--- config.mk ---
export PLATFORM = sky130hd
export DESIGN_NAME = dct_1d_pipe_flat
export DESIGN_NICKNAME = d
export VERILOG_FILES = /design/src/rtl/dct_1d_pipe_if.sv /design/src/rtl/dct_1d_pipe.sv /design/src/flat_wrapper.sv
export SDC_FILE = /design/constraint.sdc
export NUM_CORES = 1
export LEC_CHECK = 0
export BUFFER_PORTS_ARGS = -buffer_cell sky130_fd_sc_hd__clkbuf_2
export CAP_MARGIN = 0
export CORE_MARGIN = 3
export CORE_UTILIZATION = 30
export CTS_CLUSTER_DIAMETER = 40
export DETAILED_ROUTE_END_ITERATION = 10
export PLACE_DENSITY = 0.54
export SETUP_SLACK_MARGIN = 0.4
export SLEW_MARGIN = 15
export SYNTH_ARGS = -nofsm -noshare
export SYNTH_HDL_FRONTEND = slang
export SYNTH_SLANG_ARGS = --single-unit
--- constraint.sdc ---
create_clock -name clk -period 16.78 [get_ports clk]
set_input_delay 3.356 -clock clk [delete_from_list [all_inputs] [get_ports clk]]
set_output_delay 3.356 -clock clk [all_outputs]
set_load 0.02 [all_outputs]
--- src/rtl/dct_1d_pipe_if.sv ---
// Stream bundle for the 1-D 8-point DCT pipeline: sample input side (s_*)
// and coefficient output side (m_*). The design sits on the slave modport;
// the environment drives through the master modport.
interface dct_1d_pipe_if #(
    parameter int INPUT_W = 8,
    parameter int OUT_W   = 16
);
    logic                    s_valid;
    logic                    s_ready;
    logic [INPUT_W-1:0]      s_data;
    logic                    m_valid;
    logic                    m_ready;
    logic signed [OUT_W-1:0] m_data;
    logic [2:0]              m_idx;
    logic                    m_last;

    modport slave (
        input  s_valid, s_data, m_ready,
        output s_ready, m_valid, m_data, m_idx, m_last
    );

    modport master (
        output s_valid, s_data, m_ready,
        input  s_ready, m_valid, m_data, m_idx, m_last
    );
endinterface

--- src/rtl/dct_1d_pipe.sv ---
// 8-point 1-D DCT, multiplier-free shift/add butterfly, four pipeline stages:
// row buffer -> reg A (butterflies + rotation) -> reg B (final butterflies)
// -> output buffer that serialises y0..y7 one beat per cycle.
module dct_1d_pipe #(
    parameter int INPUT_W   = 8,
    parameter int OUT_W     = 16,
    parameter int SIGNED_IN = 0
) (
    input  logic           clk,
    input  logic           rst_n,
    input  logic           clr,
    dct_1d_pipe_if.slave   bus
);
    localparam int W = INPUT_W + 5;
    typedef logic signed [W-1:0]     word_t;
    typedef logic signed [OUT_W-1:0] coef_t;

    localparam word_t OFFSET = word_t'(1'b1) <<< (INPUT_W - 1);

    // Map a raw sample into the signed internal domain.
    function automatic word_t level_shift(input logic [INPUT_W-1:0] d);
        word_t v;
        if (SIGNED_IN != 32'sd0) v = word_t'($signed(d));
        else                     v = word_t'({5'b00000, d}) - OFFSET;
        return v;
    endfunction

    // Row buffer
    word_t      row_r [8];
    logic [2:0] cnt_r;
    logic       row_full_r;
    // Reg A: a0..a4, b5, b6, a7
    word_t      a_r [8];
    logic       a_v_r;
    // Reg B: y0..y7
    word_t      b_r [8];
    logic       b_v_r;
    // Output buffer
    coef_t      obuf_r [8];
    logic [2:0] rd_ptr_r;
    logic       o_v_r;
    coef_t      m_data_r;
    logic       m_last_r;

    logic  o_xfer_s, o_free_s, b_move_s, b_free_s, a_move_s, a_free_s;
    logic  row_move_s, s_ready_s, accept_s;
    word_t a_next_s [8];
    word_t c_s [8];
    word_t y_s [8];

    // A stage may load when it is empty or its contents leave this cycle;
    // the chain is combinational from the output buffer back to s_ready.
    assign o_xfer_s   = o_v_r && bus.m_ready;
    assign o_free_s   = !o_v_r || (o_xfer_s && (rd_ptr_r == 3'd7));
    assign b_move_s   = b_v_r && o_free_s;
    assign b_free_s   = !b_v_r || b_move_s;
    assign a_move_s   = a_v_r && b_free_s;
    assign a_free_s   = !a_v_r || a_move_s;
    assign row_move_s = row_full_r && a_free_s;
    assign s_ready_s  = !row_full_r || row_move_s;
    assign accept_s   = bus.s_valid && s_ready_s;

    assign bus.s_ready = s_ready_s;
    assign bus.m_valid = o_v_r;
    assign bus.m_data  = m_data_r;
    assign bus.m_idx   = rd_ptr_r;
    assign bus.m_last  = m_last_r;

    // Stages 1 and 2: input butterflies and the odd-part shift/add rotation.
    always_comb begin
        a_next_s[0] = row_r[0] + row_r[7];
        a_next_s[1] = row_r[1] + row_r[6];
        a_next_s[2] = row_r[2] + row_r[5];
        a_next_s[3] = row_r[3] + row_r[4];
        a_next_s[4] = row_r[3] - row_r[4];
        a_next_s[7] = row_r[0] - row_r[7];
        // a5 = x2-x5, a6 = x1-x6; slot 6 carries b6, slot 5 carries b5
        a_next_s[6] = (row_r[1] - row_r[6]) + ((row_r[2] - row_r[5]) >>> 3'd3)
                    + ((row_r[2] - row_r[5]) >>> 3'd2);
        a_next_s[5] = (a_next_s[6] >>> 3'd1) + (a_next_s[6] >>> 3'd3)
                    - (row_r[2] - row_r[5]);
    end

    // Stages 3 and 4: second butterfly layer and output lifting steps.
    always_comb begin
        c_s[0] = a_r[0] + a_r[3];
        c_s[1] = a_r[1] + a_r[2];
        c_s[2] = a_r[1] - a_r[2];
        c_s[3] = a_r[0] - a_r[3];
        c_s[4] = a_r[4] + a_r[5];
        c_s[5] = a_r[4] - a_r[5];
        c_s[6] = a_r[7] - a_r[6];
        c_s[7] = a_r[7] + a_r[6];
        y_s[0] = c_s[0] + c_s[1];
        y_s[1] = (y_s[0] >>> 3'd1) - c_s[1];
        y_s[2] = (c_s[3] >>> 3'd3) + (c_s[3] >>> 3'd2) - c_s[2];
        y_s[3] = (y_s[2] >>> 3'd3) + (y_s[2] >>> 3'd2) + c_s[3];
        y_s[4] = (c_s[7] >>> 3'd3) - c_s[4];
        y_s[5] = (c_s[6] >>> 3'd3) + (c_s[6] >>> 3'd2) + (c_s[6] >>> 3'd1) + c_s[5];
        y_s[6] = (y_s[5] >>> 3'd1) - c_s[6];
        y_s[7] = c_s[7];
    end

    // Row buffer: collect eight samples; a full row waits until reg A takes it.
    always_ff @(posedge clk or negedge rst_n) begin
        if (!rst_n) begin
            for (int i = 0; i < 8; i++) row_r[i] <= '0;
            cnt_r      <= 3'd0;
            row_full_r <= 1'b0;
        end else if (clr) begin
            cnt_r      <= 3'd0;
            row_full_r <= 1'b0;
        end else begin
            if (row_move_s) row_full_r <= 1'b0;
            if (accept_s) begin
                row_r[cnt_r] <= level_shift(bus.s_data);
                cnt_r        <= cnt_r + 3'd1;
                if (cnt_r == 3'd7) row_full_r <= 1'b1;
            end
        end
    end

    // Reg A and reg B with their valid bits.
    always_ff @(posedge clk or negedge rst_n) begin
        if (!rst_n) begin
            for (int i = 0; i < 8; i++) begin
                a_r[i] <= '0;
                b_r[i] <= '0;
            end
            a_v_r <= 1'b0;
            b_v_r <= 1'b0;
        end else if (clr) begin
            a_v_r <= 1'b0;
            b_v_r <= 1'b0;
        end else begin
            if (row_move_s) begin
                a_r   <= a_next_s;
                a_v_r <= 1'b1;
            end else if (a_move_s) begin
                a_v_r <= 1'b0;
            end
            if (a_move_s) begin
                b_r   <= y_s;
                b_v_r <= 1'b1;
            end else if (b_move_s) begin
                b_v_r <= 1'b0;
            end
        end
    end

    // Output buffer: reload on the index-7 beat so consecutive rows have no gap.
    always_ff @(posedge clk or negedge rst_n) begin
        if (!rst_n) begin
            for (int i = 0; i < 8; i++) obuf_r[i] <= '0;
            o_v_r    <= 1'b0;
            rd_ptr_r <= 3'd0;
            m_data_r <= '0;
            m_last_r <= 1'b0;
        end else if (clr) begin
            o_v_r    <= 1'b0;
            rd_ptr_r <= 3'd0;
            m_data_r <= '0;
            m_last_r <= 1'b0;
        end else if (b_move_s) begin
            for (int i = 0; i < 8; i++) obuf_r[i] <= coef_t'(b_r[i]);
            o_v_r    <= 1'b1;
            rd_ptr_r <= 3'd0;
            m_data_r <= coef_t'(b_r[0]);
            m_last_r <= 1'b0;
        end else if (o_xfer_s) begin
            if (rd_ptr_r == 3'd7) begin
                o_v_r    <= 1'b0;
                rd_ptr_r <= 3'd0;
                m_data_r <= '0;
                m_last_r <= 1'b0;
            end else begin
                rd_ptr_r <= rd_ptr_r + 3'd1;
                m_data_r <= obuf_r[rd_ptr_r + 3'd1];
                m_last_r <= (rd_ptr_r == 3'd6);
            end
        end
    end
endmodule
--- src/flat_wrapper.sv ---
// flat-port wrapper written by rule: the top's interface ports become plain ports
module dct_1d_pipe_flat 
#(
    parameter int INPUT_W   = 8,
    parameter int OUT_W     = 16,
    parameter int SIGNED_IN = 0
)
  (clk, rst_n, clr, bus_s_valid, bus_s_data, bus_m_ready, bus_s_ready, bus_m_valid, bus_m_data, bus_m_idx, bus_m_last);
  dct_1d_pipe_if #(.INPUT_W(INPUT_W), .OUT_W(OUT_W)) bus_i ();
  input  logic clk;
  input  logic rst_n;
  input  logic clr;
  input wire logic [$bits(bus_i.s_valid)-1:0] bus_s_valid;
  input wire logic [$bits(bus_i.s_data)-1:0] bus_s_data;
  input wire logic [$bits(bus_i.m_ready)-1:0] bus_m_ready;
  output wire logic [$bits(bus_i.s_ready)-1:0] bus_s_ready;
  output wire logic [$bits(bus_i.m_valid)-1:0] bus_m_valid;
  output wire logic [$bits(bus_i.m_data)-1:0] bus_m_data;
  output wire logic [$bits(bus_i.m_idx)-1:0] bus_m_idx;
  output wire logic [$bits(bus_i.m_last)-1:0] bus_m_last;
  assign bus_i.s_valid = bus_s_valid;
  assign bus_i.s_data = bus_s_data;
  assign bus_i.m_ready = bus_m_ready;
  assign bus_s_ready = bus_i.s_ready;
  assign bus_m_valid = bus_i.m_valid;
  assign bus_m_data = bus_i.m_data;
  assign bus_m_idx = bus_i.m_idx;
  assign bus_m_last = bus_i.m_last;
  dct_1d_pipe #(.INPUT_W(INPUT_W), .OUT_W(OUT_W), .SIGNED_IN(SIGNED_IN)) u_core (.clk(clk), .rst_n(rst_n), .clr(clr), .bus(bus_i));
endmodule
==> flow_summary.yaml, run 1 <==
outcome:
  status: "finished clean"
critical_path:
  worst_r2r_path_depth: 27
  crit_arrival_ns: 4.78
  worst-setup-path-type: "in2out"
  r2r_end: "u_core.b_r[63]"
  max_stage_delay_ns: 0.55
  r2r_start: "u_core.a_r[91]"
  critPathMaxFanout: 5
  reg2reg_slack_ns: 9.56
  critPathCaptureType: "output pin"
  cpMostUsedCell: "clkbuf_2"
  path_cells: "clkbuf_2 -> nand2_1 -> nand4_1 -> or2_2 -> clkbuf_2"
  cpMaxStageDelayCell: "or2_2"
  cp.required_ns: 13.42
  critPathLaunchType: "primary input"
timing:
  max_slew.worst_pin.slew_ns: 1.20
  fin_crit_sh_pct: 48.5
  skew_ns: 0.0474
  fin_setup_tns_ns: 0
  setup_violations: 0
  slew_headroom_pct: 18.9
  rsz0062_at_grt: "no"
  fmax_mhz: 123
  post-route-min-period_ns: 8.14
  drv_slew: 0
  hold_viol: 0
synthesis:
  syn_inst: 2652
  synthDominantCellAreaShare_pct: 36.6
  ys_ff_latch: 398
  synth_nets: 3024
  yosysTopAreaCell: "dfrtp_1"
  yosysWarnings: 0
  synthFlopType: "dfrtp_1"
  synthArstFlopShare_pct: 100
  seq_area_frac_synth_pct: 36.6
  synthesis.area_um2: 27200
  syn_area_per_cell_um2: 10.3
  synth-edff-count: 0
  synthDistinctLibCells: 74
  synth.top_cells.by_area: "dfrtp_1 37%, ha_1 11%, fa_1 9.1%"
cells_and_area:
  synthToLayoutAreaGrowth_pct: 14.9
  nNetsFinal: 3068
  antenna_cells: 0
  drive_gt1_share_pct: 15.8
clock_network:
  cts.sinks: 398
  cts_buffers: 73
  clk_latency_ns: 0.63
  cts_setup_buffers: 0
  h-tree-depth: 3
  cts_hold_buf: 0
  tritoncts: "done"
  cts-root-buf: "clkbuf_16"
  cts_resized: 0
  cts_buffer_depth: 3
  clk_pin_slew_ns: 0.04
placement:
  dp.final_hpwl_um: 51200
  finalWeightedCongestion: 0.827
  io_buffers: 34
job:
  max_cap_violations: 0
die:
  die_y_um: 307
  pin_count: 35
  rows: 109
  coreArea_um2: 89200
  die_w_um: 307
  die_area_um2: 94500
  start_util_pct: 30.5
grt:
  grt_start_max_net_pins: 165
  grt_antenna_before_repair: 0
  grt_pass1_vias: 18700
  grt_overflow: 0
  grt_first_pass_wirelength_um: 106000
  grt_use_total_pct: 14.3
worst_hold_path:
  hold_path_end: "u_core.b_r[25]"
  min_delay_path_depth: 2
  min_from: "u_core.b_r[25]"
  hold_path_class: "reg2reg"
routing:
  finalWirelength_um: 66100
  vias_per_cell: 4.67
  initialDrtViolationCount: 947
  wl_per_cell_um: 16.9
  drc: 0
  drt-pass1-iter-count: 5
  drtAntennaViolNets: 0
  num_vias: 18300
## cells in the final DEF, fill, tap and decap left out, types with 27 or more instances in the layout
master     instances
dfrtp_1          397
nor2_1           105
xnor2_1          116
a21o_1            43
clkbuf_2          33
a21oi_1          142
xor2_1            75
inv_1            368
nand2_1          196
o21ai_0          225
fa_1             124
o21bai_1          36
mux2_2           197
nor2b_1           27
clkbuf_16         73
o21a_1            27
ha_1             234
## routing by layer
layer / wire length [um] / GRT usage, %
met1: 34500 / 21.4
met3: 2140 / 2.47
met4: 1430 / 3.61
met2: 28000 / 21.2
met5: 0 / 0
## cells in the mapped netlist (10+ instances only)
library cell and number:
dfrtp_1 398, inv_1 368, ha_1 235, o21ai_0 225, mux2_2 197, nand2_1 197, a21oi_1 142, fa_1 124
xnor2_1 116, nor2_1 106, xor2_1 75, clkbuf_1 49, a21o_1 43, o21bai_1 36, nor2b_1 27, o21a_1 27
mux4_2 26, nand2b_1 21, nor3_1 21, a221oi_1 16, nand3_1 14, a21boi_0 12, a31oi_1 12, and3_1 12
buf_2 12, o31ai_1 12, a211oi_1 10
## worst max-delay path: cells and delay by family
| family | cells | cell delay, ns |
|---|---|---|
| buf+inv | 2 | 0.31 |
| simple gates | 3 | 1.11 |
## how the worst max path moves through the flow
stage / cells past startpoint / endpoint / start / slack (ns)
floorplan: 4 / bus_s_ready / bus_m_ready / 9.41
global placement: 5 / bus_s_ready / bus_m_ready / 8.70
detailed placement: 5 / bus_s_ready / bus_m_ready / 8.70
CTS: 5 / bus_s_ready / bus_m_ready / 8.69
global route: 5 / bus_s_ready / bus_m_ready / 8.63
finish: 5 / bus_s_ready / bus_m_ready / 8.64
## cell type report
type	count	area (um^2)
flip-flops and latches	398	9960
well taps	1165	1460
inverters	368	1380
clock buffers	86	1940
clock inverters	48	676
repair buffers	49	305
multi-input cells	1806	15600
fillers	9085	57900
## flip-flops by register name, summed over array words and instances (netlist names), 3 cells and up
signal,count
u_core.a_r,102
u_core.bus.m_idx,3
u_core.obuf_r,104
u_core.row_r,64
u_core.cnt_r,3
u_core.bus.m_data,13
u_core.b_r,104
## logic make-up (layout without fill, tap and decap cells)
logic type | after synthesis | count (layout) | synth area share, %
AO/OA/AOI/OAI | 590 | 590 | 13.3
buffers and inverters | 448 | 551 | 6.36
AND/OR/NAND/NOR | 439 | 439 | 7.34
flip-flops | 398 | 398 | 36.6
adder cells (fa/ha/maj) | 360 | 360 | 19.9
multiplexers | 226 | 226 | 10.4
XOR/XNOR | 191 | 191 | 6.14
## per-stage QoR
stage,hold WS (ns),area [um^2],setup slack (ns),std cells,utilization (%)
final,0.471,31300,8.64,3920,35.1
after global routing,0.503,31300,8.63,3920,35.1
after CTS,0.478,31300,8.69,3920,35.1
after detailed placement,0.465,28700,8.70,3786,32.2
after global placement,0.457,28700,8.70,3786,32.2
after floorplan,0.443,27200,9.41,2652,-
Power of run 1 is left out: the tool's default activity adds up to more than one toggle a clock period on the data nets, which glitch-free logic cannot reach.
==> run 2: changes to the inputs <==
--- a/config.mk
+++ b/config.mk
@@ -11,7 +11,7 @@
 export CORE_UTILIZATION = 30
 export CTS_CLUSTER_DIAMETER = 40
 export DETAILED_ROUTE_END_ITERATION = 10
-export PLACE_DENSITY = 0.54
+export PLACE_DENSITY = 0.55
 export SETUP_SLACK_MARGIN = 0.4
 export SLEW_MARGIN = 15
 export SYNTH_ARGS = -nofsm -noshare
==> constraint.sdc (replaced) <==
create_clock -name clk -period 7.3 [get_ports clk]
set_input_delay 1.46 -clock clk [delete_from_list [all_inputs] [get_ports clk]]
set_output_delay 1.46 -clock clk [all_outputs]
set_load 0.02 [all_outputs]
==> flow_summary.yaml, run 2 (same netlist as run 1, synthesis figures left out) <==
critical_path:
  max_stage_delay_ns: 0.49
  cpMostUsedCell: "fa_1"
  cp.required_ns: 7.77
  reg2reg_slack_ns: 0.78
  r2r_end: "u_core.b_r[64]"
  worst-setup-path-type: "reg2reg"
  critPathMaxFanout: 4
  critPathLaunchType: "register"
  r2r_start: "u_core.a_r[91]"
  worst_r2r_path_depth: 29
  critPathCaptureType: "register"
  cpMaxStageDelayCell: "fa_1"
  crit_arrival_ns: 6.98
placement:
  dp.final_hpwl_um: 52400
  dpl_cell_area_um2: 28700
  finalWeightedCongestion: 0.831
  io_buffers: 34
cells_and_area:
  postLayoutCoreUtil_pct: 35.9
  nNetsFinal: 3097
  drive_gt1_share_pct: 19.1
  final_cell_mix: "396 x dfrtp_1, 368 x inv_1, 226 x ha_1"
  antenna_cells: 0
  final_common_cell: "dfrtp_1"
  reg_top3: "u_core.b_r (104), u_core.obuf_r (104), u_core.a_r (102)"
  synthToLayoutAreaGrowth_pct: 17.6
  stdcell_area_um2: 32100
timing:
  drv_slew: 0
  max_slew.worst_pin.slew_ns: 1.06
  slew_headroom_pct: 28.5
  fin_crit_sh_pct: 89.3
  fmax_mhz: 153
  rsz0062_at_grt: "yes"
  skew_ns: 0.0528
  post-route-min-period_ns: 6.52
  setup_violations: 0
  fin_setup_tns_ns: 0
  hold_viol: 0
clock_network:
  cts-root-buf: "clkbuf_16"
  cts.sinks: 398
  h-tree-depth: 3
  tritoncts: "done"
  cts_buffers: 73
  cts_buffer_depth: 3
  clk_pin_slew_ns: 0.06
  cts_hold_buf: 0
  clk_latency_ns: 0.64
grt:
  grt_antenna_before_repair: 0
  grt_overflow: 0
  grt_start_max_net_pins: 149
  grt_pass1_vias: 18800
  grt_use_total_pct: 14.5
  grt_first_pass_wirelength_um: 107000
die:
  rows: 109
  die_area_um2: 94500
  pin_count: 35
  die_w_um: 307
  coreArea_um2: 89200
  start_util_pct: 30.5
  die_y_um: 307
worst_hold_path:
  hold_path_class: "reg2reg"
  min_delay_path_depth: 2
  hold_path_end: "u_core.b_r[58]"
  min_from: "u_core.b_r[58]"
routing:
  drt-pass1-iter-count: 5
  initialDrtViolationCount: 1013
  wl_per_cell_um: 17.2
  drtAntennaViolNets: 0
  vias_per_cell: 4.70
  drc: 0
  num_vias: 18500
  finalWirelength_um: 67900
job:
  max_cap_violations: 0
outcome:
  status: "finished clean"
-- run 2: changes by cell type in the layout (fill, tap and decap cells not counted), moves of 6 or more --
cell / before / now
xnor2_1: 116 / 103
o21ai_0: 225 / 210
o21ai_1: 3 / 12
buf_4: 14 / 41
clkinvlp_4: 10 / 4
xor2_1: 75 / 67
clkbuf_8: 6 / 13
xor2_2: 0 / 7
ha_1: 234 / 226
o21ai_2: 0 / 6
xnor2_2: 0 / 13
-- run 2: critical path: cells and delay by family (launching register included) --
family / cells / cell delay [ns]
and+or+nand+nor: 3 / 0.55
adders and majority gates: 7 / 2.43
xor gates and xnor gates: 3 / 0.41
AOI/OAI and AO/OA: 11 / 2.05
DFF: 1 / 0.43
buffers and inverters: 5 / 0.49
-- run 2: how the worst max path moves through the flow --
stage | start | to | depth (start not counted)
after global routing | u_core.row_r[65] | u_core.a_r[38] | 30
after global placement | u_core.row_r[27] | u_core.a_r[37] | 30
final | u_core.a_r[91] | u_core.b_r[64] | 29
after CTS | u_core.row_r[27] | u_core.a_r[38] | 31
after detailed placement | u_core.row_r[26] | u_core.a_r[38] | 29
after floorplan | u_core.row_r[26] | u_core.a_r[38] | 29
-- run 2: layout make-up --
cell class	instances	area [um^2]
clock inverter	46	694
timing repair buffer	78	548
sequential	398	9960
tap	1165	1460
inverter	368	1380
fill	8980	57100
clock buffer	88	2010
multi-input combinational	1806	16000
-- run 2: timing repair --
item | CTS | global route
endpoints found under the setup margin | 7 | 16
pin swaps | 0 | 30
resized for setup | 6 | 82
buffers inserted | 0 | 24
-- run 2: through the flow --
stage | std cells | setup slack, ns | hold WS, ns
3_3_place_gp | 3791 | 0.374 | 0.457
6_report | 3949 | 0.783 | 0.470
5_1_grt | 3949 | 0.376 | 0.486
2_1_floorplan | 2652 | 0.890 | 0.443
4_1_cts | 3925 | 0.401 | 0.478
3_5_place_dp | 3791 | 0.240 | 0.465
-- run 2: layer usage --
layer	share of wire [%]	GRT usage [%]	wire [um]
met5	0	0	0
met4	2.9	4.49	2000
met3	3.8	2.66	2570
met2	43	21.7	29000
met1	51	21.2	34400
Power of run 2 is left out for the same reason.
